**src/rtl/edge_detect_multi.sv**
```systemverilog
// Multi-channel edge detector: per-channel synchronizer, debounce filter,
// qualified rise/fall pulses and sticky pending/overflow flags feeding one irq.
module edge_detect_multi #(
    parameter int WIDTH       = 8,
    parameter int SYNC_STAGES = 2,
    parameter int DEBOUNCE    = 4
) (
    input  logic             clk,
    input  logic             rst,
    input  logic [WIDTH-1:0] a,
    input  logic [WIDTH-1:0] en,
    input  logic [WIDTH-1:0] rise_en,
    input  logic [WIDTH-1:0] fall_en,
    input  logic [WIDTH-1:0] clr,
    output logic [WIDTH-1:0] level,
    output logic [WIDTH-1:0] rise,
    output logic [WIDTH-1:0] fall,
    output logic [WIDTH-1:0] event_pend,
    output logic [WIDTH-1:0] ovf,
    output logic             irq
);

    localparam int CW = $clog2(DEBOUNCE + 1);
    localparam logic [CW-1:0] CNT_MAX = CW'(DEBOUNCE - 1);
    localparam logic [CW-1:0] CNT_ONE = CW'(1);

    logic [WIDTH-1:0] s;
    logic [CW-1:0]    cnt_q [WIDTH];
    logic [CW-1:0]    cnt_d [WIDTH];
    logic [WIDTH-1:0] accept;
    logic [WIDTH-1:0] level_q, level_d;
    logic [WIDTH-1:0] rise_q, rise_d;
    logic [WIDTH-1:0] fall_q, fall_d;
    logic [WIDTH-1:0] pend_q, pend_d;
    logic [WIDTH-1:0] ovf_q, ovf_d;
    logic [WIDTH-1:0] q;

    generate
        if (SYNC_STAGES == 0) begin : g_nosync
            assign s = a;
        end else begin : g_sync
            logic [WIDTH-1:0] sync_q [SYNC_STAGES];
            always_ff @(posedge clk) begin
                if (rst) begin
                    for (int i = 0; i < SYNC_STAGES; i++) sync_q[i] <= '0;
                end else begin
                    sync_q[0] <= a;
                    for (int i = 1; i < SYNC_STAGES; i++) sync_q[i] <= sync_q[i-1];
                end
            end
            assign s = sync_q[SYNC_STAGES-1];
        end
    endgenerate

    // A channel flips only after DEBOUNCE consecutive samples disagreeing with level.
    always_comb begin
        for (int i = 0; i < WIDTH; i++) begin
            cnt_d[i]  = '0;
            accept[i] = 1'b0;
            if (s[i] != level_q[i]) begin
                if (cnt_q[i] == CNT_MAX) accept[i] = 1'b1;
                else                     cnt_d[i]  = cnt_q[i] + CNT_ONE;
            end
        end
        level_d = level_q ^ accept;
        rise_d  = accept & level_d & en & rise_en;
        fall_d  = accept & ~level_d & en & fall_en;
        q       = rise_d | fall_d;
        // A new edge wins over clr so no event is lost; clr acknowledges the old one.
        pend_d  = q | (pend_q & ~clr);
        ovf_d   = (q & pend_q & ~clr) | (ovf_q & ~clr);
    end

    always_ff @(posedge clk) begin
        if (rst) begin
            for (int i = 0; i < WIDTH; i++) cnt_q[i] <= '0;
            level_q <= '0;
            rise_q  <= '0;
            fall_q  <= '0;
            pend_q  <= '0;
            ovf_q   <= '0;
        end else begin
            for (int i = 0; i < WIDTH; i++) cnt_q[i] <= cnt_d[i];
            level_q <= level_d;
            rise_q  <= rise_d;
            fall_q  <= fall_d;
            pend_q  <= pend_d;
            ovf_q   <= ovf_d;
        end
    end

    assign level      = level_q;
    assign rise       = rise_q;
    assign fall       = fall_q;
    assign event_pend = pend_q;
    assign ovf        = ovf_q;
    assign irq        = |pend_q;

endmodule

```
**config.mk**
```make
export PLATFORM = sky130hd
export DESIGN_NAME = edge_detect_multi
export DESIGN_NICKNAME = d
export VERILOG_FILES = /design/src/rtl/edge_detect_multi.sv
export SDC_FILE = /design/constraint.sdc
export NUM_CORES = 1
export LEC_CHECK = 0
export ABC_AREA = 1
export CORE_UTILIZATION = 30
export CTS_CLUSTER_SIZE = 8
export DETAILED_ROUTE_END_ITERATION = 16
export DONT_BUFFER_PORTS = 1
export HOLD_SLACK_MARGIN = 0.1
export PLACE_DENSITY = 0.56
export SKIP_LAST_GASP = 1
export SLEW_MARGIN = 40
export SYNTH_ARGS = -nofsm -noshare
export SYNTH_HDL_FRONTEND = slang
export SYNTH_SLANG_ARGS = --single-unit
export TNS_END_PERCENT = 50
```
**constraint.sdc**
```tcl
create_clock -name clk -period 1.62 [get_ports clk]
set_input_delay 0.324 -clock clk [delete_from_list [all_inputs] [get_ports clk]]
set_output_delay 0.324 -clock clk [all_outputs]
set_load 0.02 [all_outputs]
```
======== After elaboration in Yosys (flattened, before gate mapping) ========
Memory sizes are Yosys's and may differ from the RTL's.
Cells that the tools add are included.
operators by class
  $add $sub $neg .......................... 8
  equal/unequal tests ..................... 16
  muxes and demuxes ....................... 45
  bitwise operators ....................... 26
  reduce and logical (&&, ||, !) cells .... 1
operator list
  cell                   number
  $and A8 B8 Y8          10
  $mux W3                24
  $add A3 B1 Y3 const B  8
  $eq A3 B2 Y1 const B   8
  $or A8 B8 Y8           3
  $mux W1                19
  $mux W8                2
  $not A8 Y8             2
  $or A1 B1 Y1           10
  $ne A1 B1 Y1           8
  $reduce_or A8 Y1       1
  $xor A8 B8 Y8          1
storage, ports and cells
  flip-flop bits (word level) ............. 40
  bits in writable memories ............... 40
  logic and storage cells ................. 103
  memories ................................ 2
memory list
  name           depth  bits a word  read ports  clocked after memory_dff  write ports  RTL line  source
  cnt_q          8      3            8           0                         8            28        logic [CW-1:0] cnt_q [WIDTH];
  g_sync.sync_q  2      8            2           0                         2            42        logic [WIDTH-1:0] sync_q [SYNC_STAGES];

======== Depth between registers and ports, before layout ========
Gate-level depths: netlist of the first run.
  depth in word-level cells ............... 12
  gate-level depth with buffers ........... 8
  mapped depth without buffers ............ 8

======== Least setup slack after synthesis of the first run ========
OpenSTA, ideal clock, no wires.
  path kind ............................... register to register
  start point ............................. memory cnt_q[0][0] in the netlist's numbering
  end point ............................... register pend_q[0] (netlist: event_pend[0])
  setup time .............................. 115 ps
  arrival ................................. 1,093 ps
  required time ........................... 1,505 ps
  setup slack ............................. 411 ps
  cell stages (with the launch flop) ...... 9
  clock period less this slack ............ 1,209 ps
  cell sequence ........................... dfxtp_1 -> ha_1 -> ha_1 -> nand2_1 -> inv_1 -> nand4_1 -> nand2_1 -> o21ai_0 -> inv_1
RTL lines
  what                    RTL line  source
  start: declaration      28
  end signal: assignment  87        pend_q <= pend_d;
  end: declaration        34        logic [WIDTH-1:0] pend_q, pend_d;

======== Worst setup path in the final report of the first run ========
  start point ............................. register pend_q[0] (netlist: event_pend[0])
  end point ............................... output port irq
between the ends
  cells in the longest elaborated chain, start to end .. 1
RTL lines
  what              RTL line  source
  $reduce_or A8 Y1  97        assign irq = |pend_q;
  end: declaration  20        output logic irq
No other way between the ends.

==> results of run 1 <==
==> layout make-up <==
cell class                      count  area [um^2]  share of cell area (%)
Sequential cell                    80         1600                    45.9
Timing Repair Buffer               18          168                    4.80
Clock inverter                      3         40.0                    1.15
Tap cell                          129          161                    4.63
Inverter                           80          300                    8.61
Multi-Input combinational cell    188         1050                    30.2
Clock buffer                       12          165                    4.73
==> synth_stat cells, drive strengths merged <==
master	n	area, um^2
a21oi	17	111
buf	6	30.0
dfxtp	80	1600
ha	16	200
inv	80	300
nand2	33	126
nand3	11	60.1
nand4	14	87.6
nor2	70	263
nor3	2	10.0
nor4	2	12.5
o21ai	9	45.0
or2	7	43.8
xor2	7	61.3
==> power by group <==
| part | leakage (nW) | internal, mW | switching [mW] | total [mW] |
|---|---|---|---|---|
| logic | 0.834 | 0.0403 | 0.0515 | 0.0918 |
| clock network | 0.108 | 0.826 | 0.681 | 1.51 |
| registers | 0.648 | 1.99 | 0.0123 | 2.00 |
==> registers in the layout, indices dropped and copies added (netlist names), named ones only <==
name,count
cnt_q,24
g_sync.sync_q,16
event_pend,8
fall,8
ovf,8
rise,8
==> logic make-up (layout without fill, tap and decap cells) <==
| kind of cell | Yosys count | in the layout | synth area share, % |
|---|---|---|---|
| AND/OR/NAND/NOR | 139 | 139 | 20.4 |
| XOR/XNOR | 7 | 7 | 2.08 |
| adder cells (fa/ha/maj) | 16 | 16 | 6.78 |
| flip-flops | 80 | 80 | 54.2 |
| AO/OA/AOI/OAI | 26 | 26 | 5.30 |
| buffers and inverters | 86 | 113 | 11.2 |
==> worst reg2reg max path, delay by kind of cell (launching register included) <==
| kind | cells | cell delay [ns] |
|---|---|---|
| AOI/OAI and AO/OA | 1 | 0.18 |
| DFF | 1 | 0.32 |
| buffers and inverters | 2 | 0.10 |
| and+or+nand+nor | 3 | 0.28 |
| adders and majority gates | 2 | 0.39 |
==> stage by stage <==
step	cell area (um^2)	total power, mW	worst slack [ns]	hold WS, ns
after detailed placement	3150	2.11	0.232	0.396
after CTS	3470	3.68	0.0138	0.109
after global routing	3490	3.76	0.00725	0.107
after floorplan	2950	2.11	0.411	0.388
final	3490	3.60	0.0965	0.133
after global placement	3150	2.10	0.235	0.389
==> path summary, 6_finish.rpt <==
path / end / slack (ns)
worst max-delay path: irq / 0.1
worst min-delay path: ovf[3] / 0.13
worst max register to register: event_pend[2] / 0.25
worst min register to register: g_sync.sync_q[0][8] / 0.40
==> per-layer routing <==
layer,vias to the layer above,part of all wire (%),global-route usage [%]
met5,-,0,0
met4,0,2.4,7.47
met3,11,7.4,3.73
met2,61,46,20.6
met1,965,44,13.9
li1,1120,-,-
==> what timing repair did <==
action,4_1_cts,5_1_grt
endpoints found under the setup margin,1,1
endpoints found under the hold margin,40,0
resized for setup,3,2
hold buffers,9,0
==> results.md, run 1 <==
* Outcome: complete, no violations
* Fmax at 656 MHz
* Vias in the first global route at 2,102
* Die height at 101 um
* Initial detailed-routing violation count at 59
* Stages on worst setup path at 2
* P_leak at 1.59 nW
* Detail Placement HPWL at 4060 um
* ANT cells at 0
* Largest net degree at the start of global routing at 41
* Global placement routability congestion at 0.715
* Syn_nets at 412
* Finished Layout Cells at 510
* Post-layout util at 37.2%
* Critical Path RT at 1.30 ns
* CP Launch Type: flip-flop
* Initial core utilization at 31.5%
* Nets at 435
* Final setup vio count at 0
* Commonest non-fill, non-tap cells in the layout: dfxtp_1 (80), inv_1 (78), nor2_1 (70)
* GR Overflow Total at 0
* WP buf/inv at 0
* Row count at 35
* Post-synthesis sequential area ratio at 54.2%
* Synth Instances at 354
* Via-to-Cell Ratio at 4.23
* Crit path max-delay family: flip-flops
* CP Data Arrival Time at 1.20 ns
* Avg Cell Area, Syn at 8.34 um^2
* Total Wirelength at 5840 um
* Unrepaired setup endpoints after global routing: false
* Min-delay src: clr[3]
* Least-Margin Pin Slew at 0.443 ns
* CP Max Fanout at 4
* Area Overhead vs Synth at 18.2%
* TritonCTS Buffers at 9
* Fill cells at 996
* Commonest non-fill, non-tap cell in the layout: dfxtp_1
* VDD IR max at 0.350 mV
* Crit path time final at 1.52 ns
* Max-Slew Margin vs Limit at 70.4%
* Worst reg-to-reg path cell count at 8
* Routed Antenna Nets at 0
* Flops & latches, synth at 80
* Worst-skew pair later-pin latency at 0.34 ns
* Clock root cell: clkbuf_8
* CP max-delay cell: dfxtp_1
* Setup TNS at 0 ns
* Mapped cell area at 2950 um^2
* H-tree Lvls at 3
* Post-route clock period utilization at 94.0%
* Initial antenna violation count at 0
* IO Port Bufs at 0
* Core Box Area at 9370 um^2
* Wire length per cell at 11.4 um
* Netlist cell types at 19
* Ys Warns at 0
* Crit-path max cell delay at 0.45 ns
* Hold path cells at 2
* Post-CTS setup buffers at 0
* CP Class: flip-flop to output port
* Reg clk slew, reported paths at 0.08 ns
* Via count at 2,157
* Final Hold Vio Count at 0
* Die width at 101 um
* Max-cap violations at 0
* CP Cell Sequence: nor4_4, nand2_2
* HP Class: primary input to flip-flop
* CTS tree: done
* I/O pins at 83
* Max-slew violation count at 0
* Critical R2R Launch: cnt_q[0][6]
* Worst Setup End Kind: output port
* First-pass GRT wire length at 9410 um
* All-Layer GR Usage at 12.3%
* Placed Cells at 486
* Drc violations at 0
* Final Skew at 0.00773 ns
* Max Root-Sink Buffers at 2
* Worst setup startpoint: event_pend[0]
* CTS sink cnt at 80
* Drt first pass iters at 4
* Pwr dens at 1030 nW/um^2
* Share of post-route cells with drive strength above 1 at 11.8%
* Die ar. at 10,200 um^2
Note: power is estimated with default switching activity, not from simulation.
==> run 2: changes to the inputs <==
GPL_TIMING_DRIVEN = 0   (was unset)
==> results.md, run 2 (same netlist as run 1, synthesis figures left out) <==
* All-Layer GR Usage at 13.2%
* Setup WS post-layout at 0.0647 ns
* Total power at 3.84 mW
* Row count at 35
* Crit-path max cell delay at 0.42 ns
* Core Box Area at 9370 um^2
* H-tree Lvls at 3
* Post-CTS setup buffers at 0
* Initial core utilization at 31.5%
* Crit path time final at 1.56 ns
* CP Class: flip-flop to output port
* Largest register FFs at 24
* Worst Hold End: ovf[3]
* CP Max Fanout at 4
* Outcome: complete, no violations
* Commonest non-fill, non-tap cells in the layout: inv_1 (78), dfxtp_1 (77), nor2_1 (70)
* IO Port Bufs at 0
* R2R Path End: event_pend[4]
* P_leak at 1.56 nW
* Commonest non-fill, non-tap cell in the layout: inv_1
* Unrepaired setup endpoints after global routing: false
* Final Skew at 0.00638 ns
* Drt first pass iters at 4
* Worst reg-to-reg path cell count at 8
* Initial detailed-routing violation count at 39
* CTS tree: done
* Die height at 101 um
* Finished Layout Cells at 506
* Global placement routability congestion at 0.731
* Nets at 431
* Drc violations at 0
* Least-Margin Pin Slew at 0.391 ns
* Critical R2R Launch: cnt_q[1][0]
* Hold_ws at 0.131 ns
* VDD IR max at 0.452 mV
* Worst-skew pair later-pin latency at 0.34 ns
* Initial antenna violation count at 0
* Via-to-Cell Ratio at 4.29
* CP Launch Type: flip-flop
* Setup WS pre-CTS at 0.113 ns
* Multi-input logic area at 1040 um^2
* CP Cell Sequence: nor4_2, nand2_2
* Pwr dens at 1110 nW/um^2
* Min-delay src: clr[3]
* CP max-delay cell: dfxtp_1
* Max Root-Sink Buffers at 2
* Worst Setup End Kind: output port
* Total Wirelength at 6240 um
* Placed cell areas at 3110 um^2
* Max-cap violations at 0
* Vias in the first global route at 2,089
* Wire length per cell at 12.3 um
* Fill cells at 1,010
* Top reg by flops: cnt_q
* Regs by FF count: cnt_q: 24 flops, g_sync.sync_q: 16 flops
* Post-layout util at 36.9%
* Hold path cells at 2
* CTS sink cnt at 80
* Final Hold Vio Count at 0
* I/O pins at 83
* First-pass GRT wire length at 10,000 um
* Reg clk slew, reported paths at 0.08 ns
* Routed Antenna Nets at 0
* Final cell area excluding filler cells at 3460 um^2
* Fmax at 643 MHz
* Register Area at 1610 um^2
* Largest net degree at the start of global routing at 13
* ANT cells at 0
* CP Data Arrival Time at 1.23 ns
* Detail Placement HPWL at 4590 um
* Placed Cells at 483
* Crit path max-delay family: simple AND/OR/NAND/NOR gates
* Share of post-route cells with drive strength above 1 at 11.1%
* Top Layer Used: met4
* Worst setup startpoint: event_pend[2]
* TritonCTS Buffers at 9
* Critical Path RT at 1.30 ns
* Via count at 2,172
* Die width at 101 um
* Setup TNS at 0 ns
* Met3 WL at 398 um
* Stages on worst setup path at 2
* Final setup vio count at 0
* HP Class: primary input to flip-flop
* GR Overflow Total at 0
* WP buf/inv at 0
* R2R Setup Slk at 0.24 ns
* Die ar. at 10,200 um^2
* WL met2 at 3000 um
* Max-slew violation count at 0
* Max-Slew Margin vs Limit at 73.9%
* Metal-1 WL at 2760 um
* Area Overhead vs Synth at 17.1%
* Clock root cell: clkbuf_8
* Post-route clock period utilization at 96.0%
run 2: area by class of cell:
cell class / instances / share of cell area, %
inverters: 80 / 8.69
well taps: 129 / 4.67
multi-input cells: 188 / 30.2
clock inverters: 3 / 2.61
flip-flops and latches: 80 / 46.4
repair buffers: 8 / 2.32
plain buffers: 6 / 0.869
clock buffers: 12 / 4.20
run 2: worst max path at each step:
stage / slack, ns / to
after floorplan: 0.41 / event_pend[0]
after global placement: 0.11 / irq
after detailed placement: 0.11 / irq
after CTS: 0.02 / irq
after global routing: 0.003 / irq
final: 0.06 / irq
run 2: power breakdown:
group | switching, mW | total, mW | internal, mW
Sequential | 0.0128 | 2.00 | 1.99
Combinational | 0.0647 | 0.105 | 0.0402
Clock | 0.668 | 1.73 | 1.06
run 2: worst register-to-register path, delay by kind of cell (launching register included):
| family | cells | cell delay [ns] |
|---|---|---|
| adders and majority gates | 2 | 0.41 |
| buffers and inverters | 2 | 0.09 |
| DFF | 1 | 0.32 |
| and+or+nand+nor | 3 | 0.31 |
| AOI/OAI and AO/OA | 1 | 0.15 |
run 2: what timing repair did:
action	CTS	global route
endpoints found under the hold margin	8	0
resized for setup	7	0
endpoints found under the setup margin	1	0
hold buffers	8	0
run 2: metal layers:
metal	vias to the layer above	track usage, %
met5	-	0
met4	0	4.35
met3	11	4.28
met2	67	22.8
met1	977	15.5
li1	1117	-
